File: src/rtl/fbuf_loader.sv
// fbuf_loader: fetches one output-channel group of weights from DRAM into the filter buffer
// Optional XOR checksum of loaded words is enabled by defining FBUF_LOADER_CHECKSUM_EN.
module fbuf_loader #(
  parameter int W_CHANNEL = 5,
  parameter int W_DATA    = 32,
  parameter int W_ADDR    = 12,
  parameter int K_WORDS   = 9
) (
  input  logic                 clk,
  input  logic                 rst,
  input  logic                 i_fb_load_req,
  input  logic                 i_csync_run,
  input  logic [W_CHANNEL-1:0] i_q_channel,
  input  logic [W_CHANNEL-1:0] i_chn_out,
  output logic                 o_rd_req,
  output logic [W_ADDR-1:0]    o_rd_base,
  output logic [W_ADDR-1:0]    o_rd_len,
  input  logic                 s_valid,
  input  logic [W_DATA-1:0]    s_data,
  output logic                 s_ready,
  output logic                 o_wr_en,
  output logic [W_ADDR-1:0]    o_wr_addr,
  output logic [W_DATA-1:0]    o_wr_data,
  output logic                 o_csync_done,
  output logic                 o_err
`ifdef FBUF_LOADER_CHECKSUM_EN
  ,
  output logic [W_DATA-1:0]    o_checksum
`endif
);
  typedef enum logic [1:0] {IDLE, REQ, LOAD, DONE} state_t;
  state_t state;
  logic [W_ADDR-1:0] cnt;
  logic [W_ADDR-1:0] len_n;
  logic [W_ADDR-1:0] base_n;
  logic beat;
  logic last;
  assign len_n  = W_ADDR'(i_q_channel) * W_ADDR'(K_WORDS);
  assign base_n = W_ADDR'(i_chn_out) * len_n;
  assign beat   = s_valid & s_ready;
  assign last   = cnt == o_rd_len - W_ADDR'(1);
  // load sequencer: the latched length lives in o_rd_len, all outputs registered
  always_ff @(posedge clk or posedge rst) begin
    if (rst) begin
      state        <= IDLE;
      cnt          <= '0;
      o_rd_req     <= 1'b0;
      o_rd_base    <= '0;
      o_rd_len     <= '0;
      s_ready      <= 1'b0;
      o_wr_en      <= 1'b0;
      o_wr_addr    <= '0;
      o_wr_data    <= '0;
      o_csync_done <= 1'b0;
      o_err        <= 1'b0;
`ifdef FBUF_LOADER_CHECKSUM_EN
      o_checksum   <= '0;
`endif
    end else begin
      o_rd_req <= 1'b0;
      o_wr_en  <= 1'b0;
      if ((i_fb_load_req && state != IDLE) || (!i_csync_run && (state == REQ || state == LOAD)))
        o_err <= 1'b1;
      case (state)
        IDLE: if (i_fb_load_req) begin
          state     <= REQ;
          cnt       <= '0;
          o_rd_req  <= len_n != '0;
          o_rd_base <= base_n;
          o_rd_len  <= len_n;
`ifdef FBUF_LOADER_CHECKSUM_EN
          o_checksum <= '0;
`endif
        end
        REQ: begin
          state        <= o_rd_len == '0 ? DONE : LOAD;
          s_ready      <= o_rd_len != '0;
          o_csync_done <= o_rd_len == '0;
        end
        LOAD: if (beat) begin
          o_wr_en   <= 1'b1;
          o_wr_addr <= cnt;
          o_wr_data <= s_data;
          cnt       <= cnt + W_ADDR'(1);
`ifdef FBUF_LOADER_CHECKSUM_EN
          o_checksum <= o_checksum ^ s_data;
`endif
          if (last) begin
            state        <= DONE;
            s_ready      <= 1'b0;
            o_csync_done <= 1'b1;
          end
        end
        DONE: if (!i_csync_run) begin
          state        <= IDLE;
          o_csync_done <= 1'b0;
        end
      endcase
    end
  end
endmodule

File: config.mk
export PLATFORM = sky130hd
export DESIGN_NAME = fbuf_loader
export DESIGN_NICKNAME = d
export VERILOG_FILES = /design/src/rtl/fbuf_loader.sv
export SDC_FILE = /design/constraint.sdc
export NUM_CORES = 1
export LEC_CHECK = 0
export ABC_CLOCK_PERIOD_IN_PS = 3850
export CORE_ASPECT_RATIO = 1.25
export CORE_MARGIN = 2
export CORE_UTILIZATION = 30
export DETAILED_ROUTE_END_ITERATION = 12
export GPL_TIMING_DRIVEN = 0
export MAX_ROUTING_LAYER = met4
export PLACE_DENSITY = 0.52
export SLEW_MARGIN = 10
export SYNTH_ARGS = -nofsm -noshare
export SYNTH_HDL_FRONTEND = slang
export SYNTH_SLANG_ARGS = --single-unit
export TNS_END_PERCENT = 30
File: constraint.sdc
create_clock -name clk -period 3.85 [get_ports clk]
set_clock_uncertainty 0.2 [all_clocks]
set_input_delay 0.5775 -clock clk [delete_from_list [all_inputs] [get_ports clk]]
set_output_delay 0.5775 -clock clk [all_outputs]
set_load 0.005 [all_outputs]
[After elaboration in Yosys (flattened, before gate mapping)]
Index checks and enable logic that the tools add are counted.
Storage, ports and cells
  flip-flop bits (word level): 84
  output and inout port bits: 73
  word-level logic and storage cells: 63
Operators by class
  $add $sub $neg: 2
  $mul: 2
  equal/unequal tests: 8
  mux-type cells: 20
  bitwise operators: 1
  reduce and logical (&&, ||, !) cells: 19
Operator list (number)
  12-bit two-way mux: 2
  12-bit one-hot mux with 2 select lines: 1
  12-bit nonzero test: 2
  12-bit by 1-bit adder with 12-bit output (second input constant): 1
  12-bit equality test: 1
  12-bit logical NOT: 1
  5-bit by 9-bit multiplier with 12-bit output: 1
  1-bit two-way mux: 10
  9-bit by 1-bit subtractor with 10-bit output (second input constant): 1
  5-bit by 4-bit multiplier with 9-bit output (second input constant): 1
  2-bit two-way mux: 4
  2-bit != test (second input constant): 4
  2-bit one-hot mux with 4 select lines: 1
  4-bit AND reduction: 2
  3-bit AND reduction: 2
  2-bit nonzero test: 3
  2-bit equality test (second input constant): 2
  2-bit AND reduction: 2
  1-bit one-hot mux with 3 select lines: 1
  3-bit nonzero test: 1
  2-bit by 1-bit equality test with 1-bit output (second input constant): 1
  1-bit logical AND: 2
  2-bit logical NOT: 1
  1-bit logical OR: 2
  other kinds (3): 3

[Longest topological paths before layout]
Gate-level depths: netlist of the first run.
  word-level depth: 5
  depth in mapped cells: 17
  mapped depth without buffers: 17

[Least setup slack after synthesis of the first run]
No wires, ideal clock.
  kind: input -> register
  start point: input i_q_channel[1]
  end point: register o_rd_base[11]
  setup time: 136 ps
  data arrival time: 4671 ps
  required time: 3514 ps
  path slack: -1157 ps
  stages on the path: 16
  cells stage by stage: ha_1 -> ha_1 -> fa_1 -> xor2_1 -> and2_1 -> fa_1 -> fa_1 -> inv_1 -> fa_1 -> inv_1 -> ha_1 -> or4_1 -> o22a_1 -> a31oi_1 -> xnor2_1 -> o21ai_0
Between the ends
  word-level cells in the longest chain between the ends: 2
RTL lines
  start, declared: line 13  | input logic [W_CHANNEL-1:0] i_q_channel,
  5-bit by 4-bit multiplier with 9-bit output: line 38  | assign len_n = W_ADDR'(i_q_channel) * W_ADDR'(K_WORDS);
  5-bit by 9-bit multiplier with 12-bit output: line 39  | assign base_n = W_ADDR'(i_chn_out) * len_n;
  end signal, assigned: line 69  | o_rd_base <= base_n;
  end, declared: line 16  | output logic [W_ADDR-1:0] o_rd_base,
No other way between the ends.
A chain may end at the register's enable or synchronous reset.

[Final worst setup path of the first run]
  start point: input i_q_channel[4]
  end point: register o_rd_base[9]
Between the ends
  word-level cells in the longest chain between the ends: 2
RTL lines
  5-bit by 4-bit multiplier with 9-bit output: line 38
  net len_n[5]: line 34  | logic [W_ADDR-1:0] len_n;
  5-bit by 9-bit multiplier with 12-bit output: line 39
The timed path passes the listed nets, and every way through them passes these cells.

==> results of run 1 <==
final timing paths:
path                                  to  slack [ns]  cells after the start
max reg2reg                     state[1]        1.06                      8
min reg2reg                 o_wr_data[9]        0.27                      2
min in group asynchronous  o_wr_data[31]        0.37                      2
max in group asynchronous   o_wr_addr[4]        2.47                      3
max                         o_rd_base[9]       -0.76                     16
min                         o_wr_data[9]        0.27                      2
worst max-delay path, delay by kind of cell:
family,cells,cell delay (ns)
adder cells (fa/ha/maj),7,2.52
multiplexers,1,0.26
AO/OA/AOI/OAI,1,0.22
buffers and inverters,4,0.35
XOR/XNOR,1,0.16
AND/OR/NAND/NOR,2,0.54
metrics by stage:
stage	power [mW]	hold WS, ns
3_3_place_gp	3.49	0.258
2_1_floorplan	2.58	0.267
4_1_cts	4.58	0.279
6_report	4.52	0.275
3_5_place_dp	3.56	0.262
5_1_grt	4.90	0.294
cells in the final DEF (no fill, tap or decap), drive strengths merged, types with 2 or more instances in the layout:
master / n
nand2: 168
clkdlybuf4s50: 107
dfrtp: 84
inv: 41
and2: 29
ha: 28
clkbuf: 26
fa: 21
o21ai: 21
xnor2: 19
nand3: 18
buf: 18
nor2: 16
mux2: 13
xor2: 12
nor3: 8
a21oi: 7
a31oi: 6
a21o: 6
nand2b: 5
or3: 5
nor2b: 5
and3: 4
a211oi: 3
o31ai: 3
nand4: 3
conb: 3
nor4: 3
o211ai: 2
mux2i: 2
o21a: 2
nor3b: 2
o311ai: 2
or4: 2
power breakdown:
group          internal (mW)  total, mW  switching [mW]
Sequential              1.18       1.43           0.243
Combinational           1.15       2.18            1.03
Clock                  0.522      0.920           0.398
Total                   2.85       4.52            1.67
sequential cells by signal, indices dropped and copies added (netlist names):
| signal | cells |
|---|---|
| o_wr_data | 32 |
| cnt | 12 |
| o_rd_base | 12 |
| o_wr_addr | 12 |
| o_rd_len | 9 |
| state | 2 |
| o_csync_done | 1 |
| o_err | 1 |
| o_rd_req | 1 |
| o_wr_en | 1 |
| s_ready | 1 |
what timing repair did:
item                                    CTS  global route
setup buffers                             7             0
resized for setup                        51             9
pin swaps                                13             4
endpoints found under the setup margin    7             6
final cells by class:
cell class / instances / area share
plain buffers: 20 / 0.0131
clock buffers: 9 / 0.0316
clock inverters: 7 / 0.0123
inverters: 35 / 0.0188
multi-input cells: 427 / 0.419
flip-flops and latches: 84 / 0.294
well taps: 220 / 0.0386
repair buffers: 123 / 0.172
layer usage:
| layer | up-vias | part of all wire |
|---|---|---|
| met2 | 123 | 0.52 |
| met4 | 0 | 0.014 |
| li1 | 2111 | - |
| met5 | - | 0 |
| met1 | 2076 | 0.42 |
| met3 | 18 | 0.049 |
logic make-up after synthesis:
family | Yosys count
and+or+nand+nor | 271
DFF | 84
AOI/OAI and AO/OA | 58
buffers and inverters | 55
adders and majority gates | 49
xor gates and xnor gates | 31
muxes | 15
other | 1
==> results.md, run 1 <==
- Status: finished with violations
- Violated checks: setup timing
- Worst path required time: 3.88 ns
- Dpl hpwl: 10200 um
- Seq/Total Area, Yosys: 0.406
- DP Cell Count: 902
- Clock sinks: 84
- CTS tree: yes
- Lkg Pwr: 3.32 nW
- Root buf cell: clkbuf_16
- Avg Inst Size Synth: 9.17 um^2
- Clk slew on worst S/H paths: 0.07 ns
- Htree depth: 3
- R2R Path Start: o_rd_len[0]
- Synthesized area: 5170 um^2
- DRT Pass-1 Iters: 4
- PortBufs: 115
- Finish-stage setup viols: 5
- Initial DRC Count: about 140
- Post-synth EDFFs: 0
- #FFs+latches synth: 84
- Post-Place Setup Slack: -2.05 ns
- Die height: ~150 um
- Final net count: 796
- Met3 usage: 0.0233
- Wire per inst: 14.7 um
- Crit-path cells: buf_12 > ha_4 > ha_4 > fa_2 > buf_4 > and2_4 > fa_1 > fa_1 > inv_1 > fa_1 > inv_1 > ha_4 > or4_4 > o22a_1 > xor2_1 > mux2_2
- Clk_lat worst skew: around 0.34 ns
- M2 GR Usage: 0.280
- Minimum clock period: 4.61 ns
- Hold_buf cts: 0
- Vias/cell: 4.68
- Dominant cell type by area after synthesis: dfrtp_1
- Die area: 18300 um^2
- Post-synthesis mux area share: 0.0322
- Number of antenna repair diodes: 0
- Primary FF master, synth: dfrtp_1
- First-pass GRT wire length: ~22000 um
- Storage cell area: 2100 um^2
- DR vias: 4328
- Power Density: 634 nW/um^2
- Slowest CP cell: fa_2
- Std cell rows: 53
- Synth area leaders: dfrtp_1, nand2_1, fa_1
- Asr flop ratio synth: 1.00
- Fin. Hold Viols: 0
- Post-Synth XOR/XNOR Area: 0.0525
- Final Max Tran Viols: 0
- Setup ws final: -0.758 ns
- Worst min-delay path category: reg -> reg
- Io pins: 120
- Post-route antenna net violation count: 0
- Die X: 121 um
- Library cells used by synthesis: 50
- Crit-path max cell delay: 0.56 ns
- Grt met1 use: 0.183
- Non-Filler Instances: 925
- Tot GR Track Use: 0.158
- Initial antenna violation count: 0
- Crit-path max FO: 3
- Top-area cell type share of the netlist area: 0.406
- CP startpoint: i_q_channel[4]
- Ratio of final minimum period to clock period: 1.20
- Hold Startpoint: o_wr_data[9]
- DRC: 0
- RSZ-0062 raised after global routing: true
- Maximum clock path buffer count: 2
- Total grt overflow: 0
- Layout cells sized above 1: 0.111
- CP startpoint kind: primary input
- Count leader, synth: nand2_1
- CP Class: in -> reg
- Max Cap Violations: 0
- Vias in the first global route: 4396
- Slew margin rel.: 0.515
- Synthesis warning total: 0
- VDD IR max: 0.240 mV
- Synth Area in Simple Gates: 0.239
- Crit path capture type: flip-flop
- Busiest grt layer: met2
- Initial Util: 0.307
- Fin util: 0.424
- CP Data Arrival Time: 4.64 ns
- Fill cell count: roughly 1700
- Main combinational cell family by area after synthesis: simple AND/OR/NAND/NOR gates
- Multi-input logic area: around 3000 um^2
- TNS Setup: -2.28 ns
- TritonCTS buffer count: 9
- Largest net degree at the start of global routing: 59
- Highest clock rate: roughly 0.22 GHz
- Fin area: 7140 um^2
- DRT Wirelength: 13600 um
- Routability cong.: 0.810
- Synthesized instance count: 564
- Commonest cells post-synth: nand2_1, dfrtp_1, inv_1
- Synth Area in Compound Gates: 0.0765
- Synth-to-Final Area Change: 38.0%
- Total core area: 16800 um^2
- Adder-Cell Fraction of Synth Area: 0.149
- Dpl cell area: 6680 um^2
- Worst-Margin Slew: between 0.7 and 0.8 ns
(Power assumes the default switching activity.)
==> inputs of run 2 (changes only) <==
CORE_MARGIN = 1   (was 2)
GPL_TIMING_DRIVEN = unset   (was 0)
==> run 2 against run 1 <==
Register-to-register slack got worse by 0.03 ns. Critical path depth decreased by 1. Core utilization increased by 0.86 points. Critical path type unchanged. Setup slack got worse by 0.029 ns. The flow still finishes with violations (setup timing). Clock-buffer cell count unchanged. Non-clock buffer count increased by 17. Critical endpoint unchanged. Via count increased by 1.0%. Die area decreased by 3.0%. Maximum frequency decreased by 0.62%.
==> results.md, run 2 (synthesis gave the netlist of run 1 again) <==
- Status: finished with violations
- Violated checks: setup timing
- DRT Pass-1 Iters: 4 (unchanged)
- CP Class: in -> reg
- CTS tree: yes
- TritonCTS buffer count: 9 (unchanged)
- Final Max Tran Viols: 0 (unchanged)
- Crit-path max FO: 3 (unchanged)
- Worst path required time: 3.88 ns (about the same)
- Hold Slack: 0.273 ns (-0.00197 ns)
- Root buf cell: clkbuf_16
- Wire per inst: 13.8 um (-6.1%)
- Layout cells sized above 1: 0.145 (+0.0348)
- Clock share of power: 0.200 (-0.003)
- Hold_buf cts: 0 (unchanged)
- Dpl cell area: 6890 um^2 (+3.1%)
- Highest clock rate: 0.216 GHz (-0.62%)
- Clk slew on worst S/H paths: 0.07 ns (about the same)
- Max reg flops: 32 (unchanged)
- Ratio of final minimum period to clock period: 1.20 (+0.00746)
- Commonest non-fill, non-tap cell in the layout: nand2_1
- Post-route antenna net violation count: 0 (unchanged)
- Maximum clock path buffer count: 2 (unchanged)
- Crit path capture type: flip-flop
- Routability cong.: 0.808 (-0.15%)
- CP top delay family: adder cells
- Critical path buffer and inverter count: 3 (-1)
- Fill cell count: 1645 (-2.0%)
- Final net count: 813 (+2.1%)
- Die height: 149 um (-1.3%)
- Die X: 119 um (-1.6%)
- Total core area: 16800 um^2 (unchanged)
- DRT Wirelength: 13000 um (-4.4%)
- Lkg Pwr: 3.44 nW (+3.8%)
- Most frequent cells in the layout: nand2_1, clkdlybuf4s50_1, dfrtp_1, buf_4, inv_1
- Finish-stage setup viols: 5 (unchanged)
- Crit-path max cell delay: 0.60 ns (+0.04 ns)
- Clk_lat worst skew: 0.34 ns (about the same)
- DRC: 0 (unchanged)
- Power Density: 625 nW/um^2 (-1.4%)
- RSZ-0062 raised after global routing: true
- Worst-Margin Slew: 0.802 ns (+0.0772 ns)
- Initial antenna violation count: 0 (unchanged)
- PortBufs: 116 (+0.87%)
- Initial DRC Count: 109 (-23%)
- Slowest CP cell: fa_2
- Gate power share: 0.483 (+0.002)
- DR vias: 4373 (+1.0%)
- Htree depth: 3 (unchanged)
- Tot GR Track Use: 0.157 (-0.000566)
- Max Cap Violations: 0 (unchanged)
- Initial Util: 0.307 (unchanged)
- CP startpoint kind: primary input
- Largest net degree at the start of global routing: 47 (-20%)
- Number of antenna repair diodes: 0 (unchanged)
- Storage cell area: 2100 um^2 (unchanged)
- Worst min-delay path category: reg -> reg
- Multi-input logic area: 2980 um^2 (-0.59%)
- P_sw: 1.64 mW (-1.9%)
- Crit-path cells: buf_8 > ha_4 > ha_4 > fa_2 > and2_4 > fa_1 > fa_1 > inv_2 > fa_1 > inv_1 > ha_2 > or4_4 > o22a_1 > xor2_1 > mux2_4
- Total grt overflow: 0 (unchanged)
- Vias in the first global route: 4424 (+0.64%)
- Most frequent CP cell: fa_1
- Die area: 17800 um^2 (-3.0%)
- Synth-to-Final Area Change: 40.8%
- Slew margin rel.: 0.464 (-0.0510)
- Largest reg by FF count: o_wr_data
- First-pass GRT wire length: 21600 um (-2.1%)
- CP Data Arrival Time: 4.66 ns (+0.02 ns)
- VDD IR max: 0.230 mV (-4.3%)
- Minimum clock period: 4.64 ns (+0.0287 ns)
- Dpl hpwl: 9810 um (-3.8%)
- Vias/cell: 4.64 (-0.78%)
- Fin area: 7280 um^2 (+2.0%)
- Clock sinks: 84 (unchanged)
- Setup ws final: -0.787 ns (-0.0287 ns)
- Io pins: 120 (unchanged)
- Std cell rows: 53 (unchanged)
- Int Power: 2.91 mW (+2.1%)
- Sw Ratio: 0.360 (-0.00932)
- Reg power frac: 0.318 (+0.002)
- Fin. Hold Viols: 0 (unchanged)
==> run 2: cell types whose count changed in the layout (fill, tap and decap cells not counted), moves of 2 or more <==
| cell | change |
|---|---|
| inv_1 | +2 |
| buf_4 | +31 |
| dlygate4sd2_1 | +4 |
| inv_2 | -2 |
| clkbuf_2 | -3 |
| clkbuf_1 | -14 |
| buf_2 | +2 |
| buf_1 | -2 |
==> run 2: per-stage QoR <==
stage / total power, mW / util / std cells / worst slack [ns] / TNS, ns
after floorplan: 2.58 / - / 566 / -0.955 / -3.26
after global placement: 3.57 / 0.409 / 924 / -1.54 / -8.00
after detailed placement: 3.63 / 0.409 / 924 / -1.60 / -8.50
after CTS: 4.59 / 0.430 / 942 / -0.783 / -2.68
after global routing: 4.94 / 0.432 / 942 / -0.882 / -3.38
final: 4.55 / 0.432 / 942 / -0.787 / -2.55
==> run 2: layer usage <==
metal / GRT usage / vias to the layer above / share of wire
li1: - / 2145 / -
met1: 0.184 / 2096 / 0.44
met2: 0.272 / 118 / 0.50
met3: 0.0248 / 14 / 0.044
met4: 0.0563 / 0 / 0.015
met5: - / - / 0
==> run 2: final timing paths <==
path / startpoint / to / slack [ns] / depth (start not counted)
max: i_q_channel[4] / o_rd_base[9] / -0.79 / 15
min: o_wr_data[18] / o_wr_data[18] / 0.27 / 2
min reg2reg: o_wr_data[18] / o_wr_data[18] / 0.27 / 2
max reg2reg: o_rd_len[2] / state[1] / 1.03 / 6
max in group asynchronous: rst / cnt[9] / 2.27 / 3
min in group asynchronous: rst / o_err / 0.40 / 2
==> run 2: power groups by stage <==
| stage | registers, mW | clock network [mW] | logic (mW) |
|---|---|---|---|
| finish | 1.45 | 0.909 | 2.20 |
| global placement | 1.45 | 0 | 2.12 |
| CTS | 1.45 | 0.946 | 2.19 |
| floorplan | 1.42 | 0 | 1.16 |
| global route | 1.50 | 0.983 | 2.46 |
| detailed placement | 1.47 | 0 | 2.16 |
==> run 2: area by class of cell <==
| cell class | instances | share of cell area |
|---|---|---|
| multi-input cells | 427 | 0.409 |
| flip-flops and latches | 84 | 0.289 |
| repair buffers | 160 | 0.204 |
| well taps | 220 | 0.0378 |
| clock buffers | 9 | 0.0309 |
| inverters | 35 | 0.0182 |
| clock inverters | 7 | 0.0119 |
==> run 2: timing repair <==
| action | CTS | global route |
|---|---|---|
| endpoints found under the hold margin | 0 | 0 |
| resized for setup | 33 | 7 |
| endpoints found under the setup margin | 7 | 7 |
| pin swaps | 14 | 6 |
| buffers inserted | 2 | 0 |
==> run 2: worst reg2reg max path, stage by stage (launching register included) <==
cell and delay (ns):
dfrtp_1 0.51, nor4_4 0.54, nand3_2 0.16, a2111oi_4 0.38
o2111ai_2 0.30, or4_1 0.56, nand3_1 0.09
==> inputs of run 3 (changes only) <==
CTS_CLUSTER_DIAMETER = 40   (was unset)
DONT_BUFFER_PORTS = 1   (was unset)
PLACE_DENSITY = 0.43   (was 0.52)
==> run 3 against run 2 <==
The run still ends with setup timing left. Largest power group is now sequential cells. Via count decreased by 12%. Setup slack improved by 0.22 ns. Maximum frequency increased by 5.0%. Clock-buffer cell count unchanged. Core utilization decreased by 7.8 points. Design area decreased by 18%. Die area unchanged. Critical path depth decreased by 1.
==> results.md, run 3 (synthesis gave the netlist of run 1 again) <==
- CP startpoint kind: primary input
- VDD IR max: 0.209 mV (-8.8%)
- Largest net degree at the start of global routing: 47 (unchanged)
- Slowest CP cell: fa_2
- Fin. Hold Viols: 0 (unchanged)
- Status: finished with violations
- Tot GR Track Use: 0.152 (-0.00488)
- DP Cell Count: 793 (-14%)
- R2R cell count: 6 (unchanged)
- Critical path buffer and inverter count: 2 (-1)
- Highest clock rate: 0.227 GHz (+5.0%)
- Max reg flops: 32 (unchanged)
- Initial Util: 0.307 (unchanged)
- Int Power: 2.34 mW (-20%)
- Die X: 119 um (unchanged)
- Fill cell count: 1747 (+6.2%)
- Hold Slack: 0.134 ns (-0.139 ns)
- Finish-stage setup viols: 4 (-1)
- DRC: 0 (unchanged)
- Clock share of power: 0.213 (+0.013)
- TritonCTS buffer count: 9 (unchanged)
- Io pins: 120 (unchanged)
- Clk slew on worst S/H paths: 0.07 ns (about the same)
- Minimum clock period: 4.41 ns (-0.222 ns)
- Max Cap Violations: 0 (unchanged)
- Root buf cell: clkbuf_16
- Vias/cell: 4.73 (+1.9%)
- Sw Ratio: 0.400 (+0.0403)
- Most frequent cells in the layout: nand2_1, dfrtp_1, inv_1, buf_4, and2_1
- CP Class: in -> reg
- Lkg Pwr: 2.91 nW (-16%)
- Number of antenna repair diodes: 0 (unchanged)
- Ratio of final minimum period to clock period: 1.15 (-0.0577)
- Worst-Margin Slew: 0.867 ns (+0.0650 ns)
- CP Data Arrival Time: 4.44 ns (-0.22 ns)
- Power Density: 652 nW/um^2 (+4.3%)
- Vias in the first global route: 4006 (-9.4%)
- Hold depth: 1 (-1)
- Final Max Tran Viols: 0 (unchanged)
- Initial DRC Count: 114 (+4.6%)
- Total core area: 16800 um^2 (unchanged)
- Die area: 17800 um^2 (unchanged)
- Initial antenna violation count: 0 (unchanged)
- Crit-path max cell delay: 0.55 ns (-0.05 ns)
- Crit-path max FO: 8 (+5)
- Violated checks: setup timing
- Largest reg by FF count: o_wr_data
- DRT Wirelength: 12600 um (-2.9%)
- Htree depth: 3 (unchanged)
- Slew margin rel.: 0.420 (-0.0435)
- Post-route antenna net violation count: 0 (unchanged)
- Worst min-delay path category: in -> reg
- Reg power frac: 0.395 (+0.077)
- RSZ-0062 raised after global routing: true
- Crit-path cells: ha_4 > ha_4 > fa_2 > and2_4 > fa_1 > fa_1 > inv_2 > fa_1 > inv_2 > ha_4 > or4_1 > o22a_1 > xor2_1 > mux2_2
- CP top delay family: adder cells
- Die height: 149 um (unchanged)
- DR vias: 3837 (-12%)
- P_sw: 1.56 mW (-4.9%)
- Total grt overflow: 0 (unchanged)
- Wire per inst: 15.6 um (+13%)
- Clock sinks: 84 (unchanged)
- Commonest non-fill, non-tap cell in the layout: nand2_1
- Routability cong.: 0.781 (-3.4%)
- Gate power share: 0.392 (-0.091)
- First-pass GRT wire length: 20600 um (-4.5%)
- Crit path capture type: flip-flop
- Dpl hpwl: 9530 um (-2.9%)
- Maximum clock path buffer count: 2 (unchanged)
- Final net count: 682 (-16%)
- Crit path depth: 14 (-1)
- Non-Filler Instances: 811 (-14%)
- Setup ws final: -0.565 ns (+0.222 ns)
- Layout cells sized above 1: 0.140 (-0.00499)
- Worst path required time: 3.88 ns (about the same)
- DRT Pass-1 Iters: 4 (unchanged)
- Synth-to-Final Area Change: 15.5%
- CTS tree: yes
- Clk_lat worst skew: 0.34 ns (about the same)
- Std cell rows: 53 (unchanged)
- PortBufs: 0 (-100%)
==> run 3: cell types whose count changed in the layout (fill, tap and decap cells not counted), sizes merged <==
cell,before,now
dlygate4sd2,4,0
dlygate4sd3,0,1
bufinv,1,0
clkdlybuf4s50,108,0
buf,48,28
inv,39,37
clkinv,1,4
==> run 3: repair_timing <==
action,in CTS,in global routing
resized for setup,7,7
pin swaps,13,6
hold buffers,1,0
endpoints found under the setup margin,5,5
setup buffers,1,0
hold endpoints to repair,27,0
==> run 3: worst paths after layout <==
path,start,end,slack (ns)
setup / recovery,i_q_channel[1],o_rd_base[9],-0.56
hold / removal,i_csync_run,o_err,0.13
setup reg to reg,o_rd_len[2],state[1],1.05
hold reg to reg,o_wr_addr[4],o_wr_addr[4],0.30
max in group asynchronous,rst,o_wr_data[31],2.15
min in group asynchronous,rst,o_wr_data[24],0.51
==> run 3: worst reg2reg max path: stages, from the launching register on <==
cell and delay, ns:
dfrtp_1 0.53, nor4_4 0.53, nand3_2 0.16, a2111oi_4 0.37
o2111ai_2 0.30, or4_1 0.57, nand3_1 0.08
==> run 3: cell type report <==
cell class | count | area, um^2 | share of cell area
Tap cell | 220 | 275 | 0.0461
Multi-Input combinational cell | 427 | 2960 | 0.495
Clock buffer | 9 | 225 | 0.0377
Timing Repair Buffer | 29 | 220 | 0.0369
Inverter | 35 | 133 | 0.0222
Sequential cell | 84 | 2100 | 0.352
Clock inverter | 7 | 58.8 | 0.00984
==> run 3: power groups by stage <==
stage          combinational [mW]  sequential [mW]  clock, mW
3_5_place_dp                 1.50             1.57          0
3_3_place_gp                 1.45             1.56          0
6_report                     1.53             1.54      0.830
5_1_grt                      1.75             1.59      0.894
4_1_cts                      1.53             1.55      0.864
2_1_floorplan                1.16             1.42          0
==> run 3: metrics by stage <==
stage	instance area, um^2	power [mW]	TNS (ns)	util	setup slack, ns
floorplan	5220	2.58	-3.26	-	-0.955
global placement	5610	3.02	-4.00	0.333	-1.00
detailed placement	5610	3.07	-4.23	0.333	-1.06
CTS	5940	3.95	-1.73	0.353	-0.612
global route	5970	4.23	-1.91	0.355	-0.689
finish	5970	3.89	-1.42	0.355	-0.565
==> run 3: metal layers <==
metal	track usage	part of all wire	vias to the layer above
met4	0.0506	0.016	0
met1	0.163	0.41	1851
li1	-	-	1881
met3	0.0325	0.051	15
met5	-	0	-
met2	0.277	0.53	90
